File: src/rtl/cpu6_trap_ctrl.sv
// cpu6 trap-entry / trap-return controller: detects exceptions, mret and the
// external interrupt in execute, writes mepc/mcause, flushes, and redirects fetch.
module cpu6_trap_ctrl #(
  parameter int unsigned XLEN = 32
) (
  input  logic            clk,
  input  logic            reset,
  input  logic            ex_valid,
  input  logic [XLEN-1:0] ex_pc,
  input  logic            ex_illegal,
  input  logic            ex_ebreak,
  input  logic            ex_ecall,
  input  logic            ex_mret,
  input  logic            ext_irq,
  input  logic            irq_en,
  input  logic [XLEN-1:0] mtvec,
  input  logic [XLEN-1:0] mepc,
  output logic [XLEN-1:0] excp_mepc,
  output logic            excp_mepc_ena,
  output logic [XLEN-1:0] excp_mcause,
  output logic            excp_mcause_ena,
  output logic            flush,
  output logic            redirect_valid,
  output logic [XLEN-1:0] redirect_pc,
  input  logic            redirect_ready,
  output logic            trap_busy
);

  typedef enum logic [1:0] {IDLE, FLUSH, REDIRECT} state_t;

  localparam logic [XLEN-1:0] CAUSE_IRQ     = (XLEN'(1) << (XLEN-1)) | XLEN'(11);
  localparam logic [XLEN-1:0] CAUSE_ILLEGAL = XLEN'(2);
  localparam logic [XLEN-1:0] CAUSE_EBREAK  = XLEN'(3);
  localparam logic [XLEN-1:0] CAUSE_ECALL   = XLEN'(11);
  localparam logic [XLEN-1:0] CLR_BIT0      = ~XLEN'(1);

  state_t          state, state_nxt;
  logic            is_mret_q;
  logic [XLEN-1:0] mepc_q, mcause_q, target_q;

  logic            irq, trap_det, event_det;
  logic [XLEN-1:0] cause_nxt, base, target_nxt;

  // Event detection and target computation from the instruction in execute
  always_comb begin
    irq       = ext_irq & irq_en;
    trap_det  = ex_valid & (irq | ex_illegal | ex_ebreak | ex_ecall);
    event_det = trap_det | (ex_valid & ex_mret);

    cause_nxt = '0;
    if (irq)             cause_nxt = CAUSE_IRQ;
    else if (ex_illegal) cause_nxt = CAUSE_ILLEGAL;
    else if (ex_ebreak)  cause_nxt = CAUSE_EBREAK;
    else if (ex_ecall)   cause_nxt = CAUSE_ECALL;

    base = {mtvec[XLEN-1:2], 2'b00};
    if (!trap_det)
      target_nxt = mepc & CLR_BIT0;
    else if (mtvec[1:0] == 2'b01 && irq)
      target_nxt = base + {cause_nxt[XLEN-3:0], 2'b00};
    else
      target_nxt = base;
  end

  always_comb begin
    state_nxt = state;
    unique case (state)
      IDLE:     if (event_det) state_nxt = FLUSH;
      FLUSH:    state_nxt = REDIRECT;
      REDIRECT: if (redirect_ready) state_nxt = IDLE;
      default:  state_nxt = IDLE;
    endcase
  end

  always_ff @(posedge clk) begin
    if (reset) begin
      state     <= IDLE;
      is_mret_q <= 1'b0;
      mepc_q    <= '0;
      mcause_q  <= '0;
      target_q  <= '0;
    end else begin
      state <= state_nxt;
      // mret only loads the target; mepc/mcause keep the last trap's values
      if (state == IDLE && event_det) begin
        target_q  <= target_nxt;
        is_mret_q <= ~trap_det;
        if (trap_det) begin
          mepc_q   <= ex_pc & CLR_BIT0;
          mcause_q <= cause_nxt;
        end
      end
    end
  end

  always_comb begin
    flush           = (state == FLUSH);
    excp_mepc_ena   = (state == FLUSH) & ~is_mret_q;
    excp_mcause_ena = (state == FLUSH) & ~is_mret_q;
    redirect_valid  = (state == REDIRECT);
    trap_busy       = (state != IDLE);
    excp_mepc       = mepc_q;
    excp_mcause     = mcause_q;
    redirect_pc     = target_q;
  end

endmodule

File: config.mk
export PLATFORM = sky130hd
export DESIGN_NAME = cpu6_trap_ctrl
export DESIGN_NICKNAME = d
export VERILOG_FILES = /design/src/rtl/cpu6_trap_ctrl.sv
export SDC_FILE = /design/constraint.sdc
export NUM_CORES = 1
export LEC_CHECK = 0
export CAP_MARGIN = 20
export CORE_UTILIZATION = 39
export CTS_CLUSTER_DIAMETER = 200
export CTS_CLUSTER_SIZE = 16
export DETAILED_ROUTE_END_ITERATION = 7
export PLACE_DENSITY = 0.92
export SLEW_MARGIN = 20
export SYNTH_ARGS = -nofsm -noshare
export SYNTH_HDL_FRONTEND = slang
export SYNTH_SLANG_ARGS = --single-unit
File: constraint.sdc
create_clock -name clk -period 3.4 [get_ports clk]
set_input_delay 0.51 -clock clk [delete_from_list [all_inputs] [get_ports clk]]
set_output_delay 0.51 -clock clk [all_outputs]
set_load 0.05 [all_outputs]
# Yosys cells after proc, flatten, opt, wreduce, memory -nomap -nowiden
# Index checks and enable logic that the tools add are counted.
# classes
reduce_logical	6
bitwise	10
n_mux	9
add_sub_neg	1
n_eq_ne	5
# ops
cell	count
2-to-1 mux 32 bit	3
adder 32 bit	1
2-to-1 mux 4 bit	3
one-hot mux 2 bit (3 select lines)	1
AND 1 bit	4
== test 2 x 1 -> 1 bit, second input constant	2
2-to-1 mux 2 bit	2
bitwise OR 1 bit	4
AND reduction 2 bit	2
== test 2 bit, second input constant	1
logical AND 1 bit	2
zero test 2 bit	1
!= test 2 x 1 -> 1 bit, second input constant	1
!= test 2 bit, second input constant	1
inverter 1 bit	2
nonzero test 2 bit	1
# word_totals
elab_cells	36
ff_bits	98
output_inout_bits	101
in_bits	106

# Depth between registers and ports, before layout
# depth
depth_word	8
depth_mapped	10
ltp_nobuf	10

# Worst setup path after synthesis
# No wires, ideal clock.
# synth_timing
path_kind	input port to flip-flop
from	input port ex_ebreak
to	register target_q[22] (netlist: redirect_pc[22])
setup_time_ns	0.079
required_time_ns	3.321
n_path_buf	0
t_arrival_ns	2.440
stages	10
setup_slack_ns	0.881
path_cell_list	nor2_1 -> o21ai_0 -> ha_1 -> inv_1 -> fa_1 -> and3b_1 -> o2111a_2 -> nand4_1 -> or4_1 -> o211ai_1
# synth_via
elab_chain_len	6
word_cells_on_any_way	11
cone_classes	1 x add/sub; 5 x mux; 4 x bitwise; 1 x reduce/logical
# synth_rtl
item	line_no	rtl
start: declaration	11	input logic ex_ebreak,
2-to-1 mux 4 bit	53	else if (ex_ebreak) cause_nxt = CAUSE_EBREAK;
2-to-1 mux 4 bit	52	else if (ex_illegal) cause_nxt = CAUSE_ILLEGAL;
2-to-1 mux 32 bit	51	if (irq) cause_nxt = CAUSE_IRQ;
named net cause_nxt[0]	42	logic [XLEN-1:0] cause_nxt, base, target_nxt;
adder 32 bit	60	target_nxt = base + {cause_nxt[XLEN-3:0], 2'b00};
2-to-1 mux 32 bit	59	else if (mtvec[1:0] == 2'b01 && irq)
2-to-1 mux 32 bit	57	if (!trap_det)
end signal: assignment	86	target_q <= target_nxt;
end: declaration	39	logic [XLEN-1:0] mepc_q, mcause_q, target_q;
# The timed path passes the listed nets, and every way through them passes these cells.
# A chain may end at the register's enable or synchronous reset.

# Final worst setup path
# layout_timing
from	input port ex_ecall
to	register target_q[20] (netlist: redirect_pc[20])
# layout_via
elab_chain_len	7
word_cells_on_any_way	11
cone_classes	1 x add/sub; 6 x mux; 3 x bitwise; 1 x reduce/logical
# layout_rtl
item	line_no	rtl
start: declaration	12	input logic ex_ecall,
2-to-1 mux 4 bit	54	else if (ex_ecall) cause_nxt = CAUSE_ECALL;
2-to-1 mux 4 bit	53	
2-to-1 mux 4 bit	52	
2-to-1 mux 32 bit	51	
named net cause_nxt[0]	42	
adder 32 bit	60	
2-to-1 mux 32 bit	59	
2-to-1 mux 32 bit	57	
# The timed path passes the listed nets, and every way through them passes these cells.

==> results.py <==
metrics = {
    "worst_hold_path": {
        "hp-class": "reg2reg",
    },
    "critical_path": {
        "path_common_cell": "o21ai_0",
        "rrSetupSlack_ns": 1.32,
        "cp_data_required_time_ns": 3.60,
        "reg2reg_from": "state[0]",
        "cpPeakStageDelay_ns": 0.48,
        "crit_start": "ex_ecall",
        "endpoint_kind": "flop",
        "r2r-end": "redirect_pc[10]",
        "cp_cell_sequence": "clkdlybuf4s50_1 > nor2_1 > o21ai_0 > ha_1 > inv_1 > fa_1 > and3b_1 > o2111ai_4 > o31a_1 > o21ai_0 > a21oi_1",
        "critPathLaunchType": "input pin",
        "path_class": "in2reg",
        "cp_slowest_cell": "clkdlybuf4s50_1",
        "worst-path-max-fanout": 8,
        "cp-endpoint": "redirect_pc[20]",
        "worstPathArrival_ns": 3.23,
        "r2r.worst_path.cells": 6,
    },
    "floorplan": {
        "start_util": 0.404,
        "dieArea_sq_mm": 0.0100,
        "die_width_um": 100,
        "core_area_sq_mm": 0.00928,
        "die_h_um": 100,
        "rows": 35,
        "io_pins": 207,
    },
    "sta": {
        "slew_headroom": 0.572,
        "finalCritPeriodShare": 0.892,
        "drv_slew": 0,
        "rsz0062_at_grt": "no",
        "worst_slew_pin_slew_ns": 0.634,
        "hold_viol": 0,
        "fmax_mhz": 330,
        "min_period_ns": 3.03,
        "tns_ns": 0,
        "hold_slack_ns": 0.456,
        "setup_viol": 0,
        "worst_clock_skew_ns": 0.00848,
    },
    "clocking": {
        "cts_tree": "yes",
        "root_buffer": "clkbuf_8",
        "postCtsHoldBufs": 0,
        "cts_setup_buffers": 0,
        "cts_resized": 0,
        "clk-insertion-delay-late_ns": 0.34,
        "h-tree-depth": 3,
        "cts_buffer_depth": 2,
        "clock-sinks": 69,
        "cts.clk_slew.worst_paths_ns": 0.08,
        "cts_buffers": 9,
    },
    "logic_synthesis": {
        "yosysUniqueCellTypes": 62,
        "synth-main-ff-cell": "dfxtp_1",
        "seq_area_frac_synth": 0.368,
        "synth.area.top_cells": "dfxtp_1 (37%), nand2_1 (8.2%), a21oi_1 (6.9%), buf_4 (6.8%), a22oi_1 (3.0%)",
        "yosysTopAreaCell": "dfxtp_1",
        "synth.top_cell.area_share": 0.368,
        "netlist_instances": 455,
        "ys_seq_elements": 69,
        "synth_edf_count": 0,
        "syn_area_sq_mm": 0.00375,
        "syn_avg_cell_area_sq_um": 8.25,
        "synthArstFlopShare": 0,
        "yosys_warnings": 0,
    },
    "drt": {
        "via_per_inst": 5.23,
        "wl_um": 12200,
        "drc": 0,
        "drtAntennaViolNets": 0,
        "num_vias": 3983,
        "first_iter_violations": 181,
        "wl_per_cell_um": 16.0,
        "dr.pass1.iters": 5,
    },
    "placed_design": {
        "io_buffers": 174,
        "gp_congestion": 0.892,
        "place_hpwl_um": 9160,
    },
    "run_status": {
        "status": "finished, final reports clean",
    },
    "global_routing": {
        "grt_pass1_vias": 4104,
        "grtUsageTotal": 0.242,
        "grt_pass1_wl_um": 19200,
        "grt_max_degree": 60,
        "grt_antenna_before_repair": 0,
        "globalRouteOverflowTotal": 0,
    },
    "run": {
        "maxCapViolations": 0,
    },
    "finish": {
        "fin_nets": 738,
        "synthToLayoutAreaGrowth_pct": 52.7,
        "drive_gt1_frac": 0.0790,
        "multi_input_area_sq_mm": 0.00208,
        "seqCellArea_sq_mm": 0.00138,
        "fillCellCount": 771,
        "antenna-diode-count": 0,
    },
    "pwr": {
        "power_density_mw_per_mm2": 431,
        "p_leak_nw": 2.10,
        "vdd_ir_drop_max_v": 0.000224,
    },
}
placed cells by master (no fill, tap or decap), drive strengths merged, types with 2 or more instances in the layout:
master / count
o21ai: 16
buf: 16
or3: 3
o221ai: 7
conb: 30
nand2: 82
a31oi: 3
a22oi: 15
xnor2: 11
nand2b: 3
bufinv: 2
o22ai: 12
nor4b: 3
and2: 5
xor2: 9
clkinv: 3
o31a: 2
nor4: 7
nor3b: 2
clkbuf: 9
clkdlybuf4s50: 173
and3: 5
a21oi: 52
nand3: 14
a211oi: 2
o211ai: 2
o21a: 4
nand4: 10
a221oi: 2
nor2: 21
dfxtp: 69
nor3: 6
a211o: 2
ha: 3
inv: 12
where the power goes:
part	switching [mW]	internal, mW
registers	0.0346	0.866
logic	0.496	0.287
clock network	0.361	0.424
total	0.892	1.58
layout make-up:
cell class              count  area share
inverters                  10     0.00655
multi-input cells         349       0.362
repair buffers            189       0.323
clock buffers               9      0.0216
flip-flops and latches     69       0.241
well taps                 129      0.0282
clock inverters             7      0.0181
critical path, delay by kind of cell:
family                     cells  cell delay (ns)
AOI/OAI and AO/OA              5             1.18
adders and majority gates      2             0.64
buffers and inverters          2             0.55
and+or+nand+nor                2             0.37
worst min-delay path by stage:
stage / slack, ns / endpoint / cells past startpoint / start
2_1_floorplan: 0.48 / is_mret_q / 2 / is_mret_q
3_3_place_gp: 0.44 / excp_mepc[12] / 2 / excp_mepc[12]
3_5_place_dp: 0.45 / excp_mepc[19] / 2 / excp_mepc[19]
4_1_cts: 0.46 / excp_mepc[19] / 2 / excp_mepc[19]
5_1_grt: 0.48 / excp_mepc[19] / 2 / excp_mepc[19]
6_report: 0.46 / excp_mepc[19] / 2 / excp_mepc[19]
synthesized netlist by cell type (4+ instances only):
| cell type | instances |
|---|---|
| nand2_1 | 82 |
| o221ai_1 | 7 |
| o21a_1 | 4 |
| dfxtp_1 | 69 |
| xor2_1 | 9 |
| a21oi_1 | 52 |
| and3_1 | 5 |
| xnor2_1 | 11 |
| a22oi_1 | 15 |
| nor3_1 | 5 |
| o22ai_1 | 12 |
| buf_4 | 34 |
| inv_1 | 8 |
| nand4_1 | 7 |
| buf_2 | 9 |
| nand3_1 | 13 |
| and2_1 | 4 |
| o21ai_0 | 15 |
| nor2_1 | 21 |
| clkbuf_1 | 10 |
stage by stage:
stage          setup slack, ns   util  area (sq um)  cells  total power, mW
3_3_place_gp            0.0968  0.593          5510    746             1.68
2_1_floorplan            0.881      -          3860    484             1.41
4_1_cts                  0.384  0.618          5730    762             2.48
6_report                 0.367  0.618          5730    762             2.47
5_1_grt                  0.253  0.618          5730    762             2.58
3_5_place_dp            0.0211  0.593          5510    746             1.70
routing by layer:
metal | share of wire | global-route usage
met1 | 0.39 | 0.274
met2 | 0.50 | 0.428
met3 | 0.079 | 0.0557
met4 | 0.032 | 0.114
met5 | 0 | 0
logic make-up (layout without fill, tap and decap cells):
family          after synthesis  after routing  share of synthesized area
xor+xnor                     20             20                     0.0467
simple gates                169            169                      0.240
fa+ha+maj                     4              4                     0.0153
compound gates              126            126                      0.220
flops                        69             69                      0.368
other cells                   1             30                   0.000999
buf+inv                      66            215                      0.109
state kept, by name, summed over array words and instances, names as in the netlist:
| register | count |
|---|---|
| excp_mcause | 4 |
| excp_mepc | 31 |
| is_mret_q | 1 |
| redirect_pc | 31 |
| state | 2 |
No activity file was read; power rests on OpenSTA's default activity.
